**src/rtl/game_input_pkg.sv**
```systemverilog
// Shared definitions for the board input front end: debounce state encoding and default widths.
package game_input_pkg;

  localparam int N_DC_DEFAULT    = 20;
  localparam int CEN_DIV_DEFAULT = 22;

  typedef enum logic [4:0] {
    IDLE       = 5'b00001,
    PRESS_WAIT = 5'b00010,
    PEND       = 5'b00100,
    HELD       = 5'b01000,
    REL_WAIT   = 5'b10000
  } db_state_t;

endpackage

```
**src/rtl/button_debounce.sv**
```systemverilog
// One button: 2-flop sync, debounce in both directions, one command per clean press.
// cmd rises 2+2^N_DC cycles after raw is first captured and is held until CEN samples it.
module button_debounce
  import game_input_pkg::*;
#(
  parameter int N_DC = N_DC_DEFAULT
) (
  input  logic Clk,
  input  logic Reset,
  input  logic raw,
  input  logic CEN,
  output logic cmd
);

  logic            s1;
  logic            s2;
  logic [N_DC-1:0] cnt;
  db_state_t       state;

  always_ff @(posedge Clk or posedge Reset) begin
    if (Reset) begin
      s1    <= 1'b0;
      s2    <= 1'b0;
      cnt   <= '0;
      state <= IDLE;
    end else begin
      s1 <= raw;
      s2 <= s1;
      unique case (state)
        IDLE: begin
          if (s2) begin
            state <= PRESS_WAIT;
            cnt   <= '0;
          end
        end
        PRESS_WAIT: begin
          if (!s2) begin
            state <= IDLE;
          end else begin
            cnt <= cnt + 1'b1;
            if (&cnt) state <= PEND;
          end
        end
        // Releasing the button here must not cancel the command the game has not yet seen.
        PEND: begin
          if (CEN) state <= HELD;
        end
        HELD: begin
          if (!s2) begin
            state <= REL_WAIT;
            cnt   <= '0;
          end
        end
        REL_WAIT: begin
          if (s2) begin
            state <= HELD;
          end else begin
            cnt <= cnt + 1'b1;
            if (&cnt) state <= IDLE;
          end
        end
        default: state <= IDLE;
      endcase
    end
  end

  assign cmd = (state == PEND);

endmodule

```
**src/rtl/game_input_conditioner.sv**
```systemverilog
// Board input front end: four debounced button commands, synchronized switches and the game CEN strobe.
// userNumber lags Sw by 2 cycles; CEN is a one-cycle pulse every 2^CEN_DIV cycles.
module game_input_conditioner
  import game_input_pkg::*;
#(
  parameter int N_DC    = N_DC_DEFAULT,
  parameter int CEN_DIV = CEN_DIV_DEFAULT
) (
  input  logic       Clk,
  input  logic       Reset,
  input  logic       BtnC,
  input  logic       BtnL,
  input  logic       BtnR,
  input  logic       BtnD,
  input  logic [7:0] Sw,
  output logic       CEN,
  output logic       Select,
  output logic       selectLeft,
  output logic       selectRight,
  output logic       Quit,
  output logic [7:0] userNumber
);

  logic [CEN_DIV-1:0] div;
  logic [7:0]         sw_s1;

  // CEN is registered off the all-ones count, so it lands one cycle after the wrap point.
  always_ff @(posedge Clk or posedge Reset) begin
    if (Reset) begin
      div        <= '0;
      CEN        <= 1'b0;
      sw_s1      <= '0;
      userNumber <= '0;
    end else begin
      div        <= div + 1'b1;
      CEN        <= &div;
      sw_s1      <= Sw;
      userNumber <= sw_s1;
    end
  end

  button_debounce #(.N_DC(N_DC)) u_btn_c (
    .Clk(Clk), .Reset(Reset), .raw(BtnC), .CEN(CEN), .cmd(Select)
  );
  button_debounce #(.N_DC(N_DC)) u_btn_l (
    .Clk(Clk), .Reset(Reset), .raw(BtnL), .CEN(CEN), .cmd(selectLeft)
  );
  button_debounce #(.N_DC(N_DC)) u_btn_r (
    .Clk(Clk), .Reset(Reset), .raw(BtnR), .CEN(CEN), .cmd(selectRight)
  );
  button_debounce #(.N_DC(N_DC)) u_btn_d (
    .Clk(Clk), .Reset(Reset), .raw(BtnD), .CEN(CEN), .cmd(Quit)
  );

endmodule

```
**config.mk**
```make
export PLATFORM = sky130hd
export DESIGN_NAME = game_input_conditioner
export DESIGN_NICKNAME = d
export VERILOG_FILES = /design/src/rtl/game_input_pkg.sv /design/src/rtl/button_debounce.sv /design/src/rtl/game_input_conditioner.sv
export SDC_FILE = /design/constraint.sdc
export NUM_CORES = 1
export LEC_CHECK = 0
export ABC_CLOCK_PERIOD_IN_PS = 10700
export CORE_ASPECT_RATIO = 0.8
export CORE_MARGIN = 5
export CORE_UTILIZATION = 46
export CTS_BUF_LIST = sky130_fd_sc_hd__clkbuf_16
export CTS_CLUSTER_SIZE = 10
export DETAILED_ROUTE_END_ITERATION = 10
export PLACE_DENSITY = 0.65
export SETUP_SLACK_MARGIN = 0.1
export SLEW_MARGIN = 20
export SYNTH_ARGS = -nofsm -noshare
export SYNTH_HDL_FRONTEND = slang
export SYNTH_SLANG_ARGS = --single-unit
export TNS_END_PERCENT = 50
```
**constraint.sdc**
```tcl
create_clock -name Clk -period 10.7 [get_ports Clk]
set_input_delay 1.605 -clock Clk [delete_from_list [all_inputs] [get_ports Clk]]
set_output_delay 1.605 -clock Clk [all_outputs]
set_load 0.01 [all_outputs]
```
Yosys cells after proc, flatten, opt, wreduce, memory -nomap -nowiden
Cells that the tools add are included. W data, S select, Z words.

Add/sub/neg operators: 5. Equality and inequality tests: 48. Mux-type cells: 49. Reductions and logical operators: 17.

Operators with widths (count): $mux W20 (16); $pmux W20 S4 (4); $mux W5 (25); $pmux W5 S5 (4); $add A20 B1 Y20 const B (4); $reduce_and A20 Y1 (4); $reduce_and A5 Y1 (8); $ne A2 B2 Y1 const B (12); $add A22 B1 Y22 const B (1); $reduce_and A22 Y1 (1); $eq A5 B1 Y1 const B (4); $eq A5 B2 Y1 const B (4); $eq A5 B3 Y1 const B (4); $eq A5 B4 Y1 const B (4); $eq A5 B5 Y1 const B (4); $ne A2 B1 Y1 const B (8); $reduce_bool A4 Y1 (4); $ne A3 B1 Y1 const B (4); $ne A3 B3 Y1 const B (4).

Flip-flop bits (word level): 147. Output and inout port bits: 13.

Logic depth before layout (Yosys ltp)
Gate-level depths: netlist (run 1).

Depth after elaboration: 4. Mapped depth: 8. Gate-level depth less buffers: 6.

Modules after synthesis
From an unflattened synthesis (run 1), not the netlist that was laid out.

Cells, all modules: 812. Area, all modules: 7746.2 µm².

By module, submodules not included: button_debounce at u_btn_d ... (times used 3, cells an instance 177, area an instance 1574.0 µm²); button_debounce at u_btn_c (times used 1, cells an instance 178, area an instance 1574.0 µm²); game_input_conditioner (times used 1, cells an instance 103, area an instance 1450.1 µm²).

Worst setup path after synthesis (run 1)
Ideal clock, no wire load.

Kind: reg-to-output. Start: reg u_btn_c.state[3]. End: out Select. Data arrival time: 1.122 ns. Required time: 9.095 ns. Slack: 7.973 ns. Cell stages (with the launch flop): 4. Path through: dfrtp_1 -> buf_6 -> nor3_1 -> nor3b_1.

Cells in the longest elaborated chain, start to end: 1.

RTL lines: start: declaration (RTL line button_debounce.sv:18) `db_state_t state;`; start signal: assignment (RTL line button_debounce.sv:25) `state <= IDLE;`; start signal: assignment (RTL line button_debounce.sv:32) `state <= PRESS_WAIT;`; start signal: assignment (RTL line button_debounce.sv:38) `state <= IDLE;`; $eq A5 B3 Y1 (RTL line button_debounce.sv:67) `assign cmd = (state == PEND);`; end: declaration (RTL line game_input_conditioner.sv:17) `output logic Select,`.

No other way between the ends.

Final worst setup path (run 1)
Start: reg u_btn_c.state[2]. End: out Select.

The elaborated chain is that of the path after synthesis.

==> flow_metrics.tcl, run 1 <==
set metrics [dict create \
    r2r_end "u_btn_r.cnt[19]" \
    ant_nets 0 \
    grt_overflow 0 \
    grt_max_degree 91 \
    ioPinCount 27 \
    critPathLaunchType "flop" \
    clkTransAtPathRegs_ns 0.06 \
    ys_async_sr_fraction_pct 100 \
    vias_per_cell 5.78 \
    fin_util_pct 52.9 \
    end_kind "output port" \
    cts_root_buf "clkbuf_16" \
    met3_usage_pct 4.47 \
    cts_resized 0 \
    synth-adder-area-share_pct 0.855 \
    routed_wl_um 15300 \
    slew_headroom_pct 32.4 \
    io_buffers 26 \
    synth.top_cell.area_share_pct 48.9 \
    routabilityCongestion 0.894 \
    yosys.cell_types.count 67 \
    synth_edf_count 0 \
    layout_commonest_cell "dfrtp_1" \
    path_max_fanout 5 \
    syn2layout_area_growth_pct 13.4 \
    fp-row-count 41 \
    rr_worst_depth 5 \
    fmax_mhz 266 \
    ys_seq_area_share_pct 50.3 \
    clk_latency_ns 0.42 \
    initialDrtViolationCount 481 \
    ys_ff_latch 147 \
    clock-sinks 147 \
    cap_viol_max_count 0 \
    drive_above_1_share_pct 7.03 \
    setup.worst_path.class "flop to output port" \
    r2r_start "u_btn_r.state[0]" \
    synth-simple-area-share_pct 21.7 \
    power_leakage_nw 3.39 \
    status "complete, no violations" \
    setup_viol 0 \
    synth_top_cell_by_area "dfrtp_1" \
    grt_pass1_wl_um 26100 \
    avgSynthCellArea_um2 9.89 \
    htreeDepth 4 \
    fin_nets 775 \
    synth.area.mux_share_pct 0.564 \
    synthCells 740 \
    firstDrtPassIters 5 \
    grt_use_met2_pct 26.8 \
    min_period_ns 3.76 \
    layout_common_cells "dfrtp_1, nor2_1, nand2_1" \
    synth_ff_type "dfrtp_1" \
    dp_hpwl_um 10500 \
    dieArea_um2 18600 \
    cts_hold_buf 0 \
    initial_core_util_pct 46.6 \
    route.detailed.drc 0 \
    synth_top_family_by_area "simple AND/OR/NAND/NOR gates" \
    top_usage_layer "met2" \
    drv_slew 0 \
    core_um2 15700 \
    hold_class "flop to flop" \
    numCtsBuffers 17 \
    power.density_nw_per_um2 174 \
    post_cts_buffers 0 \
    cts_tree "done" \
    critPathCapture "Select" \
    grtUsageTotal_pct 17.5 \
    syn-cell-area_um2 7320 \
    synthTopCellsByArea "dfrtp_1, o21ai_1, nor2_1" \
    final.setup.tns_ns 0 \
    antenna_cells 0 \
    use_met1_pct 24.6 \
    synthXorXnorAreaFrac_pct 6.94 \
    synth-warning-count 0 \
    rsz0062_at_grt "false" \
    startpoint "u_btn_c.state[2]" \
    die_h_um 123 \
    antenna_found_initial 0 \
    peakVddDrop_mv 0.0943 \
    dieWidth_um 151 \
    synth_nets 759 \
    reg2reg_setup_slack_ns 8.14 \
    crit_required_ns 9.10 \
    synth_compound_area_share_pct 17.0 \
    worst_slew_pin_slew_ns 1.01 \
    min_period_over_period_pct 35.2 \
    avgRoutedWirePerCell_um 15.6 \
    cts_buffer_depth 2 \
    worstHoldPathCells 0 \
    vias 5684 \
    crit_arrival_ns 2.16 \
    hold_violations 0 \
    finClkSkew_ns 0.00921 \
    grt_pass1_vias 5325 \
]
==> power by group <==
group	internal, mW	leakage (nW)	switching, mW	total (mW)
Combinational	0.0769	1.14	0.153	0.230
Sequential	0.588	1.96	0.0459	0.634
Clock	0.360	0.285	0.219	0.579
==> registers in the layout, summed over array words and instances (netlist names), 5 cells and up <==
signal	flops
u_btn_l.state	5
u_btn_c.cnt	20
u_btn_l.cnt	20
u_btn_c.state	5
u_btn_r.cnt	20
sw_s1	8
u_btn_r.state	5
u_btn_d.cnt	20
userNumber	8
div	22
u_btn_d.state	5
==> critical path, stage by stage (launching register included) <==
cell and delay, ns:
dfrtp_1 0.41, inv_1 0.09, nor3_1 0.29, nor3b_1 0.34
clkdlybuf4s50_1 0.61
==> layer usage <==
metal | routed length [um] | vias up
met2 | 7160 | 131
li1 | - | 2749
met3 | 693 | 16
met4 | 160 | 0
met5 | 0 | -
met1 | 7320 | 2788
==> worst min path at each step <==
stage | from | to | slack, ns
after floorplan | u_btn_c.s1 | u_btn_c.s2 | 0.33
after global placement | u_btn_r.s1 | u_btn_r.s2 | 0.34
after detailed placement | sw_s1[7] | userNumber[7] | 0.34
after CTS | u_btn_r.s1 | u_btn_r.s2 | 0.35
after global routing | sw_s1[7] | userNumber[7] | 0.36
final | u_btn_r.s1 | u_btn_r.s2 | 0.35
==> cell families (layout without fill, tap and decap cells) <==
logic type,Yosys count,after routing
buf+inv,43,71
flops,147,147
simple gates,303,303
fa+ha+maj,5,5
xor+xnor,58,58
mux,4,4
compound gates,180,180
==> through the flow <==
step	total power, mW	hold slack [ns]	worst slack, ns	area (um2)	cells
2_1_floorplan	0.817	0.331	5.15	7320	740
3_3_place_gp	0.860	0.340	7.23	7720	952
3_5_place_dp	0.871	0.339	7.18	7720	952
4_1_cts	1.46	0.355	6.93	8300	983
5_1_grt	1.52	0.363	6.79	8300	983
6_report	1.44	0.350	6.94	8300	983
==> layout make-up <==
type	count	area [um2]
fillers	1367	7390
flip-flops and latches	147	3680
multi-input cells	550	3450
clock buffers	17	425
repair buffers	28	275
well taps	215	269
clock inverters	14	149
inverters	12	50.0
==> synth_stat cells (5+ instances only) <==
library cell and n:
a211oi_1 8, a211oi_2 7, nor4_1 7, inv_1 12, clkbuf_1 16, or3_1 6, nand3_1 33, o2111ai_1 8
nor3_1 14, xor2_1 25, o21ai_0 12, nand4_1 26, o21ai_1 62, nor2_1 78, buf_2 12, a21oi_1 17
dfrtp_1 143, o211ai_1 7, o31ai_1 8, ha_1 5, a31oi_1 10, nor2b_1 8, nand2_1 64, nand2b_1 9
xnor2_1 33, nand3b_1 8, and4_1 11, and3_1 15
Power figures use the tool's default switching activity.
==> run 2, diff against run 1 <==
- ABC_CLOCK_PERIOD_IN_PS: 10700 -> 3590
- clock period: 10.7 -> 3.59 ns (I/O delays scaled with it)
==> run 2 against run 1 <==
Power rose to 2.9 times the previous value. Count of clock-buffer cells in the layout unchanged. Core utilization increased by 0.16 points. Non-clock buffer count up 2. Register-to-register slack got worse by 7.1 ns. Clock power rose to 2.9 times the previous value. Cell count rose by 0.10%. First-iteration DRC count is 22% lower. Final area grew 0.30%. Via count fell by 0.91%. Sequential power rose to 3.0 times the previous value.
==> flow_metrics.tcl, run 2 (synthesized netlist as in run 1, its figures left out) <==
set metrics [dict create \
    status "complete, no violations" \
    htreeDepth 4 \
    route.detailed.drc 0 \
    setup_viol 0 \
    power.density_nw_per_um2 509 \
    r2r_start "u_btn_c.state[3]" \
    setup.worst_path.class "flop to output port" \
    register_area_um2 3680 \
    clk_latency_ns 0.42 \
    vias 5632 \
    clock-sinks 147 \
    hp-start "u_btn_d.s1" \
    initialDrtViolationCount 373 \
    routabilityCongestion 0.793 \
    cts_resized 0 \
    cts_buffer_depth 2 \
    grt_pass1_vias 5441 \
    avgRoutedWirePerCell_um 15.7 \
    power_leakage_nw 3.38 \
    ioPinCount 27 \
    fin_nets 777 \
    die_h_um 123 \
    firstDrtPassIters 5 \
    vias_per_cell 5.72 \
    hold_class "flop to flop" \
    initial_core_util_pct 46.6 \
    rsz0062_at_grt "false" \
    crit_required_ns 3.05 \
    layout_common_cells "dfrtp_1, nor2_1, nand2_1" \
    min_period_over_period_pct 74.5 \
    min_period_ns 2.67 \
    fmax_mhz 374 \
    dp_hpwl_um 10400 \
    grt_overflow 0 \
    pre_cts_slack_ns 1.08 \
    setup_ws_ns 0.915 \
    fin_util_pct 53.1 \
    core_um2 15700 \
    worst_slew_pin_slew_ns 0.970 \
    largest_reg_flops 22 \
    drv_slew 0 \
    dieWidth_um 151 \
    finClkSkew_ns 0.00693 \
    critPathLaunchType "flop" \
    end_kind "output port" \
    multi_input_area_um2 3460 \
    syn2layout_area_growth_pct 13.8 \
    peakVddDrop_mv 0.363 \
    grtUsageTotal_pct 18.0 \
    dieArea_um2 18600 \
    cts_root_buf "clkbuf_16" \
    reg2reg_setup_slack_ns 1.06 \
    post_cts_buffers 0 \
    slew_headroom_pct 34.8 \
    final.setup.tns_ns 0 \
    path_max_fanout 5 \
    clkTransAtPathRegs_ns 0.06 \
    io_buffers 26 \
    layout_commonest_cell "dfrtp_1" \
    drive_above_1_share_pct 7.41 \
    cap_viol_max_count 0 \
    antenna_found_initial 0 \
    antenna_cells 0 \
    grt_pass1_wl_um 26700 \
    n_fill_cell 1401 \
    cts_hold_buf 0 \
    routed_wl_um 15400 \
    fp-row-count 41 \
    grt_max_degree 49 \
    hold_violations 0 \
    startpoint "u_btn_c.state[2]" \
    cts_tree "done" \
    regMostFlops "div" \
    numCtsBuffers 17 \
    crit_arrival_ns 2.14 \
    ant_nets 0 \
]
-- run 2: area by class of cell --
type                       instances  share of cell area (%)
inverter                          12                   0.586
sequential                       147                    44.2
timing repair buffer              30                    3.94
multi-input combinational        550                    41.5
clock buffer                      17                    5.11
tap                              215                    3.23
clock inverter                    13                    1.41
-- run 2: worst max-delay path, cell delays in order (launching register included) --
cell and delay [ns]:
dfrtp_1 0.41, inv_1 0.09, nor3_1 0.31, nor3b_1 0.32, clkdlybuf4s50_1 0.59
-- run 2: report_power, final --
group	switching (mW)	internal (mW)	total, mW
clock	0.665	0.998	1.66
sequential	0.140	1.75	1.89
combinational	0.448	0.235	0.684
-- run 2: worst paths after layout --
check                                   endpoint  depth (start not counted)
worst max-delay path                      Select                          4
worst max register to register    u_btn_c.cnt[4]                          4
worst min-delay path                  u_btn_d.s2                          0
min in group asynchronous        u_btn_r.cnt[10]                          2
max in group asynchronous       u_btn_c.state[0]                          3
worst min register to register        u_btn_d.s2                          0
-- run 2: metrics by stage --
stage	area, um2	hold WS, ns	instances	power (mW)
after floorplan	7320	0.331	740	2.44
after global placement	7770	0.332	954	2.57
after detailed placement	7770	0.335	954	2.60
after CTS	8320	0.348	984	4.28
after global routing	8330	0.353	984	4.45
final	8330	0.348	984	4.24
-- run 2: layer usage --
metal	routed length (um)	vias up	track usage, %
li1	-	2753	-
met2	7050	114	27.0
met4	284	0	6.96
met1	7500	2743	25.1
met3	579	22	4.39
met5	0	-	0
==> run 3, diff against run 2 <==
- ABC_CLOCK_PERIOD_IN_PS: 3590 -> 2440
- PLACE_DENSITY: 0.65 -> 0.67
- clock period: 3.59 -> 2.44 ns (I/O delays scaled with it)
==> run 3 against run 2 <==
Worst hold slack better by 0.0011 ns. Cell count increased by 1.6%. Combinational power grew 58%. Critical path type unchanged.
==> flow_metrics.tcl, run 3 (synthesized netlist as in run 1, its figures left out) <==
set metrics [dict create \
    status "complete, no violations" \
    slew_headroom_pct 51.5 \
    hold-worst-slack_ns 0.349 \
    avgRoutedWirePerCell_um 15.0 \
    ant_nets 0 \
    min_period_over_period_pct 92.5 \
    end_kind "output port" \
    syn2layout_area_growth_pct 15.9 \
    grt_use_met2_pct 27.2 \
    core_um2 15700 \
    use_met1_pct 23.5 \
    firstDrtPassIters 5 \
    worstHoldPathCells 0 \
    grt_overflow 0 \
    p_int_mw 4.56 \
    peakVddDrop_mv 0.444 \
    grt_max_degree 70 \
    holdPathEnd "userNumber[2]" \
    htreeDepth 4 \
    ioPinCount 27 \
    antenna_found_initial 0 \
    drive_above_1_share_pct 9.94 \
    io_buffers 26 \
    crit_arrival_ns 1.89 \
    netSwitchingFraction_pct 28.8 \
    clkTransAtPathRegs_ns 0.06 \
    grt_pass1_vias 5640 \
    cap_viol_max_count 0 \
    post_cts_buffers 0 \
    grtUsageTotal_pct 17.4 \
    startpoint "u_btn_r.state[3]" \
    dp_hpwl_um 10000 \
    reg2reg_setup_slack_ns 0.27 \
    hold_class "flop to flop" \
    top_usage_layer "met2" \
    dieWidth_um 151 \
    initial_core_util_pct 46.6 \
    p_sw_mw 1.84 \
    layout_commonest_cell "dfrtp_1" \
    regMostFlops "div" \
    hold_violations 0 \
    clock-sinks 147 \
    layout_common_cells "dfrtp_1, nor2_1, nand2_1" \
    met3_usage_pct 5.50 \
    grt_pass1_wl_um 26300 \
    critPathLaunchType "flop" \
    drv_slew 0 \
    routed_wl_um 15000 \
    numCtsBuffers 17 \
    seqPwrFrac_pct 43.6 \
    worst_slew_pin_slew_ns 0.725 \
    vias_per_cell 5.74 \
    initialDrtViolationCount 353 \
    vias 5742 \
    setup_viol 0 \
    fin_nets 792 \
    routabilityCongestion 0.848 \
    largest_reg_flops 22 \
    power_leakage_nw 3.49 \
    cts_root_buf "clkbuf_16" \
    setup.worst_path.class "flop to output port" \
    final.setup.tns_ns 0 \
    clockPowerShare_pct 39.6 \
    fmax_mhz 443 \
    r2r_end "u_btn_c.cnt[17]" \
    crit_required_ns 2.07 \
    rsz0062_at_grt "true" \
    die_h_um 123 \
    power.density_nw_per_um2 754 \
    cts_buffer_depth 2 \
    fp-row-count 41 \
    route.detailed.drc 0 \
    min_period_ns 2.26 \
    dieArea_um2 18600 \
    cts_tree "done" \
    finClkSkew_ns 0.00848 \
    rr_worst_depth 5 \
    clk_latency_ns 0.42 \
    path_max_fanout 11 \
    combPwrFrac_pct 16.8 \
    hp-start "sw_s1[2]" \
    antenna_cells 0 \
    r2r_start "u_btn_c.state[4]" \
]
run 3: changes by cell type in the layout (fill, tap and decap cells not counted), sizes merged:
| cell | previous run | this run |
|---|---|---|
| dlygate4sd2 | 0 | 1 |
| bufinv | 2 | 3 |
| clkdlybuf4s50 | 26 | 25 |
| buf | 4 | 19 |
| clkinv | 8 | 7 |
| inv | 12 | 13 |
run 3: what timing repair did:
item,CTS,global route
hold endpoints to repair,0,0
gates resized for setup,4,8
endpoints found under the setup margin,3,7
hold buffers,0,0
run 3: worst max path at each step:
stage | end
floorplan | CEN
global placement | u_btn_r.cnt[17]
detailed placement | u_btn_r.cnt[17]
CTS | Quit
global route | selectRight
finish | selectRight
run 3: area by class of cell:
| type | count | area, um2 |
|---|---|---|
| fill | 1407 | 7210 |
| sequential | 147 | 3690 |
| multi-input combinational | 550 | 3480 |
| timing repair buffer | 45 | 427 |
| clock buffer | 17 | 425 |
| tap | 215 | 269 |
| clock inverter | 14 | 148 |
| inverter | 12 | 48.8 |
run 3: through the flow:
step	power (mW)	util (%)	cells	area (um2)	worst slack (ns)
global route	6.75	54.1	1000	8490	0.0424
global placement	3.83	50.2	969	7880	0.361
floorplan	3.58	-	740	7320	0.230
CTS	6.47	53.9	1000	8460	0.0671
detailed placement	3.89	50.2	969	7880	0.259
finish	6.40	54.1	1000	8490	0.183
run 3: critical path: stages (launching register included):
cell and delay, ns:
dfrtp_1 0.49, nor2_1 0.13, nand2_1 0.06, nor3_1 0.21, clkdlybuf4s50_1 0.59
run 3: power groups by stage:
| stage | clock, mW | combinational [mW] | sequential, mW |
|---|---|---|---|
| after floorplan | 0 | 0.889 | 2.70 |
| after global placement | 0 | 1.03 | 2.80 |
| after detailed placement | 0 | 1.07 | 2.82 |
| after CTS | 2.62 | 1.07 | 2.78 |
| after global routing | 2.72 | 1.21 | 2.82 |
| final | 2.53 | 1.08 | 2.79 |
run 3: routing by layer:
layer  up-vias  part of all wire (%)
met2       106                    46
met1      2833                    48
met4         0                  0.81
li1       2789                     -
met3        14                   4.5
met5         -                     0
